$ cat src/rtl/ila_pkg.sv
// Shared types for the internal logic analyzer and its capture sequencer.
// Contents: analyzer status encoding, host command encoding, sequencer
// state encoding, and small elaboration-time arithmetic helpers.
package ila_pkg;

    typedef enum logic [1:0] {
        STATUS_IDLE      = 2'd0,
        STATUS_ARMED     = 2'd1,
        STATUS_CAPTURING = 2'd2,
        STATUS_DONE      = 2'd3
    } ila_status_t;

    typedef enum logic [1:0] {
        CMD_ARM   = 2'd0,
        CMD_FORCE = 2'd1,
        CMD_DUMP  = 2'd2,
        CMD_ABORT = 2'd3
    } ila_cmd_t;

    typedef enum logic [2:0] {
        ST_IDLE      = 3'd0,
        ST_ARMED     = 3'd1,
        ST_DONE_WAIT = 3'd2,
        ST_SYM_RD    = 3'd3,
        ST_SYM_TX    = 3'd4,
        ST_DAT_RD    = 3'd5,
        ST_DAT_TX    = 3'd6,
        ST_DISARM    = 3'd7
    } seq_state_t;

    function automatic int unsigned ceil_div(input int unsigned num, input int unsigned den);
        return (num + den - 1) / den;
    endfunction

    function automatic int unsigned max_u(input int unsigned a, input int unsigned b);
        return (a > b) ? a : b;
    endfunction

endpackage

$ cat src/rtl/ila_word_serializer.sv
// Parallel-load valid/ready word shifter. A load captures one entry and the
// number of words to emit; words leave least-significant first, and the
// unused upper bits of the final word are zero.
// Ports: clk, rst_n; load, load_data, load_words, load_last (tag the entry's
// final word with tx_last); tx_valid/tx_ready/tx_data/tx_last stream;
// done_c pulses combinationally on the handshake of the entry's final word.
module ila_word_serializer import ila_pkg::*; #(
    parameter  int unsigned IN_WIDTH  = 32,
    parameter  int unsigned OUT_WIDTH = 32,
    localparam int unsigned MAX_WORDS = ceil_div(IN_WIDTH, OUT_WIDTH),
    localparam int unsigned CNT_W     = $clog2(MAX_WORDS + 1)
) (
    input  logic                 clk,
    input  logic                 rst_n,
    input  logic                 load,
    input  logic [IN_WIDTH-1:0]  load_data,
    input  logic [CNT_W-1:0]     load_words,
    input  logic                 load_last,
    input  logic                 tx_ready,
    output logic                 tx_valid,
    output logic [OUT_WIDTH-1:0] tx_data,
    output logic                 tx_last,
    output logic                 done_c
);

    localparam int unsigned SH_W = MAX_WORDS * OUT_WIDTH;

    logic [SH_W-1:0]  shreg_q;
    logic [CNT_W-1:0] remaining_q;
    logic             last_q;

    assign tx_data = shreg_q[OUT_WIDTH-1:0];
    assign done_c  = tx_valid && tx_ready && (remaining_q == CNT_W'(1));

    // Shift out one word per handshake; the stream holds steady while stalled.
    always_ff @(posedge clk or negedge rst_n) begin
        if (!rst_n) begin
            shreg_q     <= '0;
            remaining_q <= '0;
            last_q      <= 1'b0;
            tx_valid    <= 1'b0;
            tx_last     <= 1'b0;
        end else if (load) begin
            shreg_q     <= SH_W'(load_data);
            remaining_q <= load_words;
            last_q      <= load_last;
            tx_valid    <= (load_words != '0);
            tx_last     <= load_last && (load_words == CNT_W'(1));
        end else if (tx_valid && tx_ready) begin
            shreg_q     <= shreg_q >> OUT_WIDTH;
            remaining_q <= remaining_q - CNT_W'(1);
            tx_valid    <= (remaining_q != CNT_W'(1));
            tx_last     <= last_q && (remaining_q == CNT_W'(2));
        end
    end

endmodule

$ cat src/rtl/ila_capture_sequencer.sv
// Command-driven controller for one internal logic analyzer: arms it, sets
// the trigger offset, issues forced triggers, then after capture completes
// streams the symbol table and sample buffer out as words and disarms.
// Ports: clk, rst_n; cmd_valid/cmd_ready/cmd_op/cmd_offset/cmd_error host
// command interface; trig_armed/trig_force/trig_offset and ila_status to the
// analyzer; symtab_rd_* and data_rd_* registered read ports (data one cycle
// after rd_en); tx_valid/tx_ready/tx_data/tx_last word stream; busy.
// Build option: define ILA_SEQ_TIMEOUT_EN to add a watchdog in ARMED that
// forces a trigger after TIMEOUT_CYCLES and sets the sticky timeout_flag.
module ila_capture_sequencer import ila_pkg::*; #(
    parameter  int unsigned CHANNELS       = 1,
    parameter  int unsigned NAME_LEN       = 16,
    parameter  int unsigned TOTAL_WIDTH    = 32,
    parameter  int unsigned DEPTH          = 1024,
    parameter  int unsigned OUT_WIDTH      = 32,
`ifdef ILA_SEQ_TIMEOUT_EN
    parameter  int unsigned TIMEOUT_CYCLES = 1000000,
`endif
    localparam int unsigned NAME_BITS      = NAME_LEN * 8,
    localparam int unsigned ADDR_BITS      = $clog2(DEPTH),
    localparam int unsigned CHANNEL_BITS   = (CHANNELS > 1) ? $clog2(CHANNELS) : 1
) (
    input  logic                    clk,
    input  logic                    rst_n,
    input  logic                    cmd_valid,
    output logic                    cmd_ready,
    input  ila_cmd_t                cmd_op,
    input  logic [ADDR_BITS-1:0]    cmd_offset,
    output logic                    cmd_error,
    output logic                    trig_armed,
    output logic                    trig_force,
    output logic [ADDR_BITS-1:0]    trig_offset,
    input  ila_status_t             ila_status,
    output logic                    symtab_rd_en,
    output logic [CHANNEL_BITS-1:0] symtab_rd_addr,
    input  logic [NAME_BITS-1:0]    symtab_rd_data,
    output logic                    data_rd_en,
    output logic [ADDR_BITS-1:0]    data_rd_addr,
    input  logic [TOTAL_WIDTH-1:0]  data_rd_data,
    output logic                    tx_valid,
    input  logic                    tx_ready,
    output logic [OUT_WIDTH-1:0]    tx_data,
    output logic                    tx_last,
    output logic                    busy
`ifdef ILA_SEQ_TIMEOUT_EN
    ,
    output logic                    timeout_flag
`endif
);

    localparam int unsigned SER_W        = max_u(NAME_BITS, TOTAL_WIDTH);
    localparam int unsigned NAME_WORDS   = ceil_div(NAME_BITS, OUT_WIDTH);
    localparam int unsigned SAMPLE_WORDS = ceil_div(TOTAL_WIDTH, OUT_WIDTH);
    localparam int unsigned CNT_W        = $clog2(ceil_div(SER_W, OUT_WIDTH) + 1);
    localparam int unsigned IDX_W        = CHANNEL_BITS + 1;
    localparam int unsigned DCNT_W       = ADDR_BITS + 1;

    seq_state_t state_q, state_d;

    logic [ADDR_BITS-1:0] offset_d;
    logic                 armed_d, force_d, error_d, ready_d, busy_d;
    logic                 sym_en_d, dat_en_d;
    logic [IDX_W-1:0]     sym_idx_q, sym_idx_d;
    logic [DCNT_W-1:0]    dat_addr_q, dat_addr_d;

    logic                 accept_c;
    logic                 ser_load_c, ser_last_c, ser_done_c;
    logic [SER_W-1:0]     ser_data_c;
    logic [CNT_W-1:0]     ser_words_c;

    assign accept_c       = cmd_valid && cmd_ready;
    assign symtab_rd_addr = sym_idx_q[CHANNEL_BITS-1:0];
    assign data_rd_addr   = dat_addr_q[ADDR_BITS-1:0];

`ifdef ILA_SEQ_TIMEOUT_EN
    logic [31:0] wdog_q;
    logic        wdog_fire_c;
    logic        arm_accept_c;

    assign arm_accept_c = (state_q == ST_IDLE) && accept_c && (cmd_op == CMD_ARM);
    assign wdog_fire_c  = (state_q == ST_ARMED) && (wdog_q == 32'(TIMEOUT_CYCLES - 1));

    // Watchdog counts ARMED cycles; saturates so it fires only once per arm.
    always_ff @(posedge clk or negedge rst_n) begin
        if (!rst_n) begin
            wdog_q       <= '0;
            timeout_flag <= 1'b0;
        end else begin
            if (state_q != ST_ARMED) begin
                wdog_q <= '0;
            end else if (wdog_q != 32'(TIMEOUT_CYCLES)) begin
                wdog_q <= wdog_q + 32'd1;
            end
            if (arm_accept_c) begin
                timeout_flag <= 1'b0;
            end else if (wdog_fire_c) begin
                timeout_flag <= 1'b1;
            end
        end
    end
`endif

    // Next state and next values of every registered output.
    always_comb begin
        state_d     = state_q;
        offset_d    = trig_offset;
        armed_d     = trig_armed;
        force_d     = 1'b0;
        error_d     = 1'b0;
        sym_en_d    = 1'b0;
        dat_en_d    = 1'b0;
        sym_idx_d   = sym_idx_q;
        dat_addr_d  = dat_addr_q;
        ser_load_c  = 1'b0;
        ser_data_c  = '0;
        ser_words_c = '0;
        ser_last_c  = 1'b0;

        case (state_q)
            ST_IDLE: begin
                if (accept_c) begin
                    if (cmd_op == CMD_ARM) begin
                        offset_d = cmd_offset;
                        armed_d  = 1'b1;
                        state_d  = ST_ARMED;
                    end else begin
                        error_d = 1'b1;
                    end
                end
            end
            ST_ARMED: begin
                // ABORT wins over a simultaneous capture completion.
                if (accept_c && cmd_op == CMD_ABORT) begin
                    armed_d = 1'b0;
                    state_d = ST_IDLE;
                end else begin
                    if (accept_c) begin
                        if (cmd_op == CMD_FORCE) force_d = 1'b1;
                        else                     error_d = 1'b1;
                    end
                    if (ila_status == STATUS_DONE) state_d = ST_DONE_WAIT;
                end
            end
            ST_DONE_WAIT: begin
                if (accept_c) begin
                    if (cmd_op == CMD_DUMP) begin
                        sym_idx_d = '0;
                        sym_en_d  = 1'b1;
                        state_d   = ST_SYM_RD;
                    end else if (cmd_op == CMD_ABORT) begin
                        armed_d = 1'b0;
                        state_d = ST_DISARM;
                    end else begin
                        error_d = 1'b1;
                    end
                end
            end
            // rd_en is high on the first RD cycle; read data is valid on the second.
            ST_SYM_RD: begin
                if (!symtab_rd_en) begin
                    ser_load_c  = 1'b1;
                    ser_data_c  = SER_W'(symtab_rd_data);
                    ser_words_c = CNT_W'(NAME_WORDS);
                    state_d     = ST_SYM_TX;
                end
            end
            ST_SYM_TX: begin
                if (ser_done_c) begin
                    if (sym_idx_q == IDX_W'(CHANNELS - 1)) begin
                        dat_addr_d = '0;
                        dat_en_d   = 1'b1;
                        state_d    = ST_DAT_RD;
                    end else begin
                        sym_idx_d = sym_idx_q + IDX_W'(1);
                        sym_en_d  = 1'b1;
                        state_d   = ST_SYM_RD;
                    end
                end
            end
            ST_DAT_RD: begin
                if (!data_rd_en) begin
                    ser_load_c  = 1'b1;
                    ser_data_c  = SER_W'(data_rd_data);
                    ser_words_c = CNT_W'(SAMPLE_WORDS);
                    ser_last_c  = (dat_addr_q == DCNT_W'(DEPTH - 1));
                    state_d     = ST_DAT_TX;
                end
            end
            ST_DAT_TX: begin
                if (ser_done_c) begin
                    if (dat_addr_q == DCNT_W'(DEPTH - 1)) begin
                        armed_d = 1'b0;
                        state_d = ST_DISARM;
                    end else begin
                        dat_addr_d = dat_addr_q + DCNT_W'(1);
                        dat_en_d   = 1'b1;
                        state_d    = ST_DAT_RD;
                    end
                end
            end
            ST_DISARM: begin
                state_d = ST_IDLE;
            end
            default: begin
                state_d = ST_IDLE;
            end
        endcase

`ifdef ILA_SEQ_TIMEOUT_EN
        if (wdog_fire_c) force_d = 1'b1;
`endif

        ready_d = (state_d == ST_IDLE) || (state_d == ST_ARMED) || (state_d == ST_DONE_WAIT);
        busy_d  = (state_d != ST_IDLE);
    end

    // State and output registers.
    always_ff @(posedge clk or negedge rst_n) begin
        if (!rst_n) begin
            state_q      <= ST_IDLE;
            trig_offset  <= '0;
            trig_armed   <= 1'b0;
            trig_force   <= 1'b0;
            cmd_error    <= 1'b0;
            cmd_ready    <= 1'b0;
            busy         <= 1'b0;
            symtab_rd_en <= 1'b0;
            data_rd_en   <= 1'b0;
            sym_idx_q    <= '0;
            dat_addr_q   <= '0;
        end else begin
            state_q      <= state_d;
            trig_offset  <= offset_d;
            trig_armed   <= armed_d;
            trig_force   <= force_d;
            cmd_error    <= error_d;
            cmd_ready    <= ready_d;
            busy         <= busy_d;
            symtab_rd_en <= sym_en_d;
            data_rd_en   <= dat_en_d;
            sym_idx_q    <= sym_idx_d;
            dat_addr_q   <= dat_addr_d;
        end
    end

    ila_word_serializer #(
        .IN_WIDTH  (SER_W),
        .OUT_WIDTH (OUT_WIDTH)
    ) u_serializer (
        .clk        (clk),
        .rst_n      (rst_n),
        .load       (ser_load_c),
        .load_data  (ser_data_c),
        .load_words (ser_words_c),
        .load_last  (ser_last_c),
        .tx_ready   (tx_ready),
        .tx_valid   (tx_valid),
        .tx_data    (tx_data),
        .tx_last    (tx_last),
        .done_c     (ser_done_c)
    );

endmodule

$ cat config.mk
export PLATFORM = sky130hd
export DESIGN_NAME = ila_capture_sequencer
export DESIGN_NICKNAME = d
export VERILOG_FILES = /design/src/rtl/ila_pkg.sv /design/src/rtl/ila_word_serializer.sv /design/src/rtl/ila_capture_sequencer.sv
export SDC_FILE = /design/constraint.sdc
export NUM_CORES = 1
export LEC_CHECK = 0
export BUFFER_PORTS_ARGS = -buffer_cell sky130_fd_sc_hd__buf_2
export CORE_ASPECT_RATIO = 1.2
export CORE_MARGIN = 1
export CORE_UTILIZATION = 45
export CTS_BUF_LIST = sky130_fd_sc_hd__clkbuf_4 sky130_fd_sc_hd__clkbuf_8
export CTS_CLUSTER_SIZE = 24
export DETAILED_ROUTE_END_ITERATION = 10
export PLACE_DENSITY = 0.72
export SYNTH_ARGS = -nofsm -noshare
export SYNTH_HDL_FRONTEND = slang
export SYNTH_SLANG_ARGS = --single-unit
$ cat constraint.sdc
create_clock -name clk -period 3 [get_ports clk]
set_clock_uncertainty 0.15 [all_clocks]
set_input_delay 0.6 -clock clk [delete_from_list [all_inputs] [get_ports clk]]
set_output_delay 0.6 -clock clk [all_outputs]
set_load 0.05 [all_outputs]
==> flow_metrics.env, run 1 <==
export IMPL_outcome="finished, violations left"
export IMPL_violations="design-rule violations"
export IMPL_cp_max_fo=22
export IMPL_antenna_found_initial=2
export IMPL_synth_xor_area_frac=0.002124
export IMPL_final_cell_mix="238 x buf_2, 167 x dfrtp_1, 86 x nand2_1"
export IMPL_critPathArrivalTime_ns=2.61
export IMPL_min_from="symtab_rd_data[80]"
export IMPL_die_height_microns=150.3
export IMPL_hold_viol_final=0
export IMPL_whs_endpoint="u_serializer.shreg_q[80]"
export IMPL_grt_ovfl_total=0
export IMPL_dieArea_sq_um=18880
export IMPL_muxShareOfSynthArea=0.09891
export IMPL_initial_utilization=0.4658
export IMPL_clockBufferDepth=2
export IMPL_slew_viol_final=0
export IMPL_synth_edf_count=0
export IMPL_firstDrtPassIters=10
export IMPL_numCtsBuffers=17
export IMPL_gp_congestion=0.8452
export IMPL_grt_max_degree=67
export IMPL_first_iter_violations=382
export IMPL_synth_fa_ha_area_frac=0.007585
export IMPL_hold_ws_ns=0.1898
export IMPL_worstSkewPairLatency_ns=0.45
export IMPL_grt_setup_unrepaired="no"
export IMPL_synth_top_family_by_area="compound AO/OA/AOI/OAI gates"
export IMPL_clk_pin_slew_ns=0.09
export IMPL_tritoncts="yes"
export IMPL_r2r_worst_path_cells=5
export IMPL_leakage_nw=4.937
export IMPL_vias=6634
export IMPL_yosysWarnings=0
export IMPL_drive_gt1_frac=0.3379
export IMPL_synth_fp_nets=939
export IMPL_relSlewSlack=0.5798
export IMPL_hp_class="in2reg"
export IMPL_synth_compound_area_frac=0.2080
export IMPL_tns_ns=0
export IMPL_synth_area_sq_um=8248
export IMPL_critPathKind="reg2reg"
export IMPL_dp_hpwl_mm=14.37
export IMPL_fin_area_sq_um=9902
export IMPL_io_buffers=239
export IMPL_postRouteAntennaNets=0
export IMPL_reg2reg_from="state_q[1]"
export IMPL_htreeDepth=4
export IMPL_num_rows=53
export IMPL_yosys_area_top_type_share=0.5067
export IMPL_fin_crit_sh=0.8054
export IMPL_synth_avg_cell_area_sq_um=10.91
export IMPL_placed_area_sq_um=9479
export IMPL_holdPathStages=3
export IMPL_required_ns=3.19
export IMPL_fin_nets=1117
export IMPL_ys_ff_latch=167
export IMPL_fmax_mhz=413.9
export IMPL_area_growth_synth_to_final_pct=20.05
export IMPL_clock_root_buffer="clkbuf_8"
export IMPL_grt_pass1_wl_mm=33.71
export IMPL_setup_violations=0
export IMPL_synth_area_top_cells="dfrtp_1 51%, mux2i_1 8.3%, o31ai_1 6.4%"
export IMPL_end_kind="flip-flop"
export IMPL_synth_area_leader_cell="dfrtp_1"
export IMPL_seq_area_frac_synth=0.5067
export IMPL_layout_commonest_cell="buf_2"
export IMPL_via_per_inst=5.680
export IMPL_wl_mm=20.59
export IMPL_first_global_vias=6641
export IMPL_reg2reg_to="u_serializer.shreg_q[124]"
export IMPL_tightestPinTransition_ns=0.6303
export IMPL_grt_use_total=0.2273
export IMPL_fin_ws_ns=0.5839
export IMPL_synth_async_reset_ratio=1.000
export IMPL_dp_slack_ns=0.6374
export IMPL_cts_resized=0
export IMPL_vdd_ir_drop_max_uv=444.8
export IMPL_syn_inst=756
export IMPL_power_density_nw_per_um2=978.2
export IMPL_cap_violations=0
export IMPL_r2r_setup_slack_ns=0.58
export IMPL_routedWlPerCell_microns=17.63
export IMPL_ys_types=55
export IMPL_crit_path_start_kind="flip-flop"
export IMPL_die_x_microns=125.6
export IMPL_ioPinCount=240
export IMPL_core_area_sq_um=17710
export IMPL_synth_simple_area_share=0.09891
export IMPL_numClockSinks=167
export IMPL_synthFlopType="dfrtp_1"
export IMPL_period_minus_slack_ns=2.416
export IMPL_route_detailed_drc=30
[cell usage after synthesis (5+ instances only)]
| library cell | instances |
|---|---|
| o31ai_1 | 70 |
| a22oi_1 | 33 |
| inv_1 | 10 |
| a2bb2oi_1 | 33 |
| nand3_1 | 8 |
| or4_1 | 6 |
| ha_1 | 5 |
| a22o_1 | 32 |
| nor2_1 | 10 |
| a21oi_1 | 8 |
| nor2b_1 | 5 |
| buf_4 | 46 |
| mux2_2 | 12 |
| buf_2 | 24 |
| mux2i_1 | 68 |
| nand2_1 | 87 |
| buf_1 | 9 |
| dfrtp_1 | 167 |
| clkbuf_1 | 25 |
| o21ai_0 | 40 |
[flip-flops by register name, summed over array words and instances (netlist names), 2 cells and up]
register and flops:
dat_addr_q 11, state_q 3, sym_idx_q 2, trig_offset 10, u_serializer.remaining_q 3, u_serializer.shreg_q 128
[kinds of logic after synthesis]
| logic type | Yosys count |
|---|---|
| buf+inv | 115 |
| fa+ha+maj | 5 |
| flops | 167 |
| xor+xnor | 2 |
| compound gates | 232 |
| mux | 80 |
| simple gates | 155 |
[where the power goes]
part | total (W) | internal [W] | switching [W]
clock network | 0.00167 | 0.000848 | 0.000823
logic | 0.00413 | 0.00156 | 0.00257
registers | 0.00388 | 0.00323 | 0.000647
total | 0.00969 | 0.00564 | 0.00404
[stage by stage]
step                total power [W]  cells  utilization
CTS                        0.009759   1167       0.5591
global route                0.01028   1167       0.5591
detailed placement         0.008075   1134       0.5354
global placement           0.007937   1134       0.5354
floorplan                  0.007218    756            -
finish                     0.009686   1168       0.5593
[how the worst max path moves through the flow]
stage                            start                   endpoint  slack (ns)  cells after the start
final                       state_q[1]  u_serializer.shreg_q[124]        0.58                      5
after global routing        state_q[2]   u_serializer.shreg_q[29]        0.38                      6
after CTS                   state_q[1]  u_serializer.shreg_q[115]        0.62                      5
after detailed placement      tx_ready                 state_q[1]        0.64                      5
after global placement        tx_ready                  cmd_ready        0.66                      5
after floorplan           sym_idx_q[0]              dat_addr_q[3]        0.76                      7
[worst max-delay path: stages, from the launching register on]
cell,delay [ns]
dfrtp_1,0.65
nor3b_1,0.49
o21ai_4,0.11
and2_1,0.38
buf_12,0.26
a22o_1,0.23
[per-layer routing]
layer  part of all wire  global-route usage  vias up
li1                   -                   -     3140
met1               0.44              0.2875     3251
met2               0.49              0.3800      219
met3              0.060             0.06006       24
met4              0.014             0.07317        0
met5                  0                   0        -
[final cells by class]
cell class                      count  area (sq um)
Fill cell                        1594          7804
Sequential cell                   167          4179
Multi-Input combinational cell    474          3467
Timing Repair Buffer              264          1530
Tap cell                          220         275.3
Clock buffer                       19         255.2
Clock inverter                     13         155.1
Inverter                           10         37.54
Antenna cell                        1         2.502
[what timing repair did]
action	CTS	global route
hold endpoints to repair	57	0
hold buffers	1	0
setup buffers	0	0
No activity file was read; power rests on OpenSTA's default activity.
==> run 2: changes to the inputs <==
- PLACE_DENSITY: 0.72 -> 0.75
- clock period: 3 -> 2.2 ns (I/O delays scaled with it)
==> flow_metrics.env, run 2 (same netlist as run 1, synthesis figures left out) <==
export IMPL_final_util=0.5753
export IMPL_use_met1=0.2722
export IMPL_fin_area_sq_um=10190
export IMPL_grt_max_degree=51
export IMPL_setup_violations=0
export IMPL_use_met2=0.3753
export IMPL_fin_crit_sh=0.9609
export IMPL_antenna_found_initial=0
export IMPL_outcome="finished, violations left"
export IMPL_first_iter_violations=415
export IMPL_area_growth_synth_to_final_pct=23.50
export IMPL_grt_ovfl_total=0
export IMPL_clock_root_buffer="clkbuf_8"
export IMPL_power_density_nw_per_um2=1340
export IMPL_core_area_sq_um=17710
export IMPL_die_height_microns=150.3
export IMPL_ioPinCount=240
export IMPL_final_cell_mix="238 x buf_2, 165 x dfrtp_1, 86 x nand2_1"
export IMPL_dp_hpwl_mm=14.62
export IMPL_numClockSinks=167
export IMPL_largest_register="u_serializer.shreg_q"
export IMPL_placed_area_sq_um=9657
export IMPL_tightestPinTransition_ns=0.4879
export IMPL_grt_setup_unrepaired="no"
export IMPL_crit_path_start_kind="flip-flop"
export IMPL_cp_max_fo=6
export IMPL_first_global_vias=6485
export IMPL_layout_commonest_cell="buf_2"
export IMPL_die_x_microns=125.6
export IMPL_vias=6640
export IMPL_required_ns=2.42
export IMPL_gp_congestion=0.9020
export IMPL_dieArea_sq_um=18880
export IMPL_busiest_layer="met2"
export IMPL_met3_usage=0.05082
export IMPL_grt_pass1_wl_mm=32.65
export IMPL_critPathKind="reg2reg"
export IMPL_fin_nets=1138
export IMPL_violations="design-rule violations"
export IMPL_clockBufferDepth=2
export IMPL_relSlewSlack=0.6717
export IMPL_route_detailed_drc=32
export IMPL_critPathArrivalTime_ns=2.34
export IMPL_htreeDepth=4
export IMPL_postRouteAntennaNets=0
export IMPL_num_fill_cells=1557
export IMPL_post_place_cells=1154
export IMPL_fmax_mhz=473.0
export IMPL_via_per_inst=5.585
export IMPL_initial_utilization=0.4658
export IMPL_hp_class="in2reg"
export IMPL_io_buffers=239
export IMPL_slew_viol_final=0
export IMPL_reg_top3="u_serializer.shreg_q x128, dat_addr_q x11, trig_offset x10"
export IMPL_period_minus_slack_ns=2.114
export IMPL_hold_viol_final=0
export IMPL_worstSkewPairLatency_ns=0.45
export IMPL_clk_pin_slew_ns=0.09
export IMPL_tritoncts="yes"
export IMPL_vdd_ir_drop_max_uv=737.6
export IMPL_routedWlPerCell_microns=17.08
export IMPL_leakage_nw=5.089
export IMPL_numCtsBuffers=17
export IMPL_drive_gt1_frac=0.3595
export IMPL_largest_reg_flops=128
export IMPL_cap_violations=0
export IMPL_tns_ns=0
export IMPL_stdcell_count=1189
export IMPL_firstDrtPassIters=10
export IMPL_num_rows=53
export IMPL_end_kind="flip-flop"
export IMPL_wl_mm=20.31
export IMPL_grt_use_total=0.2202
run 2: changes by cell type in the layout (fill, tap and decap cells not counted), moves of 2 or more:
cell	before	now
bufinv_16	3	5
buf_6	1	3
dfrtp_1	167	165
inv_6	0	3
buf_4	13	30
dfrtp_2	0	2
buf_12	11	13
inv_8	0	3
clkinvlp_4	3	1
clkinv_2	5	1
run 2: cell type report:
cell class                      instances  area (sq um)  area share
Inverter                               10         37.54    0.003685
Tap cell                              220         275.3     0.02702
Multi-Input combinational cell        474          3495      0.3431
Timing Repair Buffer                  285          1720      0.1689
Clock buffer                           17         234.0     0.02297
Clock inverter                         15         240.2     0.02358
Antenna cell                            1         2.502   0.0002457
Sequential cell                       167          4182      0.4105
run 2: power breakdown:
| group | switching (W) | internal [W] | leakage [nW] |
|---|---|---|---|
| combinational | 0.00364 | 0.00226 | 2.69 |
| sequential | 0.000786 | 0.00441 | 2.16 |
| clock | 0.00118 | 0.00139 | 0.237 |
| total | 0.00560 | 0.00806 | 5.09 |
run 2: worst max-delay path: stages (launching register included):
cell	delay [ns]
dfrtp_2	0.42
inv_1	0.09
ha_1	0.17
nor2_1	0.09
or4_4	0.53
or4_1	0.42
a21oi_1	0.17
run 2: what timing repair did:
action                                  in CTS  in global routing
gates cloned                                 0                  0
buffers inserted                             0                  1
resized for setup                            1                  7
hold endpoints to repair                    44                  0
endpoints found under the setup margin       1                  8
hold buffers                                 1                  0
run 2: per-stage QoR:
step	setup slack [ns]	power, W	hold slack (ns)
CTS	0.004200	0.01370	0.006521
finish	0.08605	0.01365	0.03144
floorplan	0.05308	0.009846	-0.005591
detailed placement	0.008405	0.01111	0.2720
global placement	0.04373	0.01093	0.2758
global route	0.0008833	0.01444	0.01479
run 2: worst paths after layout:
kind                                     start                  endpoint  slack, ns  cells after the start
max                               sym_idx_q[0]             dat_addr_q[7]       0.09                      6
min                         symtab_rd_data[60]  u_serializer.shreg_q[60]       0.03                      3
max reg2reg                       sym_idx_q[0]             dat_addr_q[7]       0.09                      6
min reg2reg                u_serializer.last_q       u_serializer.last_q       0.35                      2
max in group asynchronous                rst_n  u_serializer.shreg_q[36]       0.93                      3
min in group asynchronous                rst_n            trig_offset[3]       0.34                      2
run 2: layer usage:
layer / routed length (microns) / vias to the layer above
met1: 8466 / 3221
met3: 1341 / 26
li1: - / 3179
met5: 0 / -
met2: 10140 / 214
met4: 359 / 0
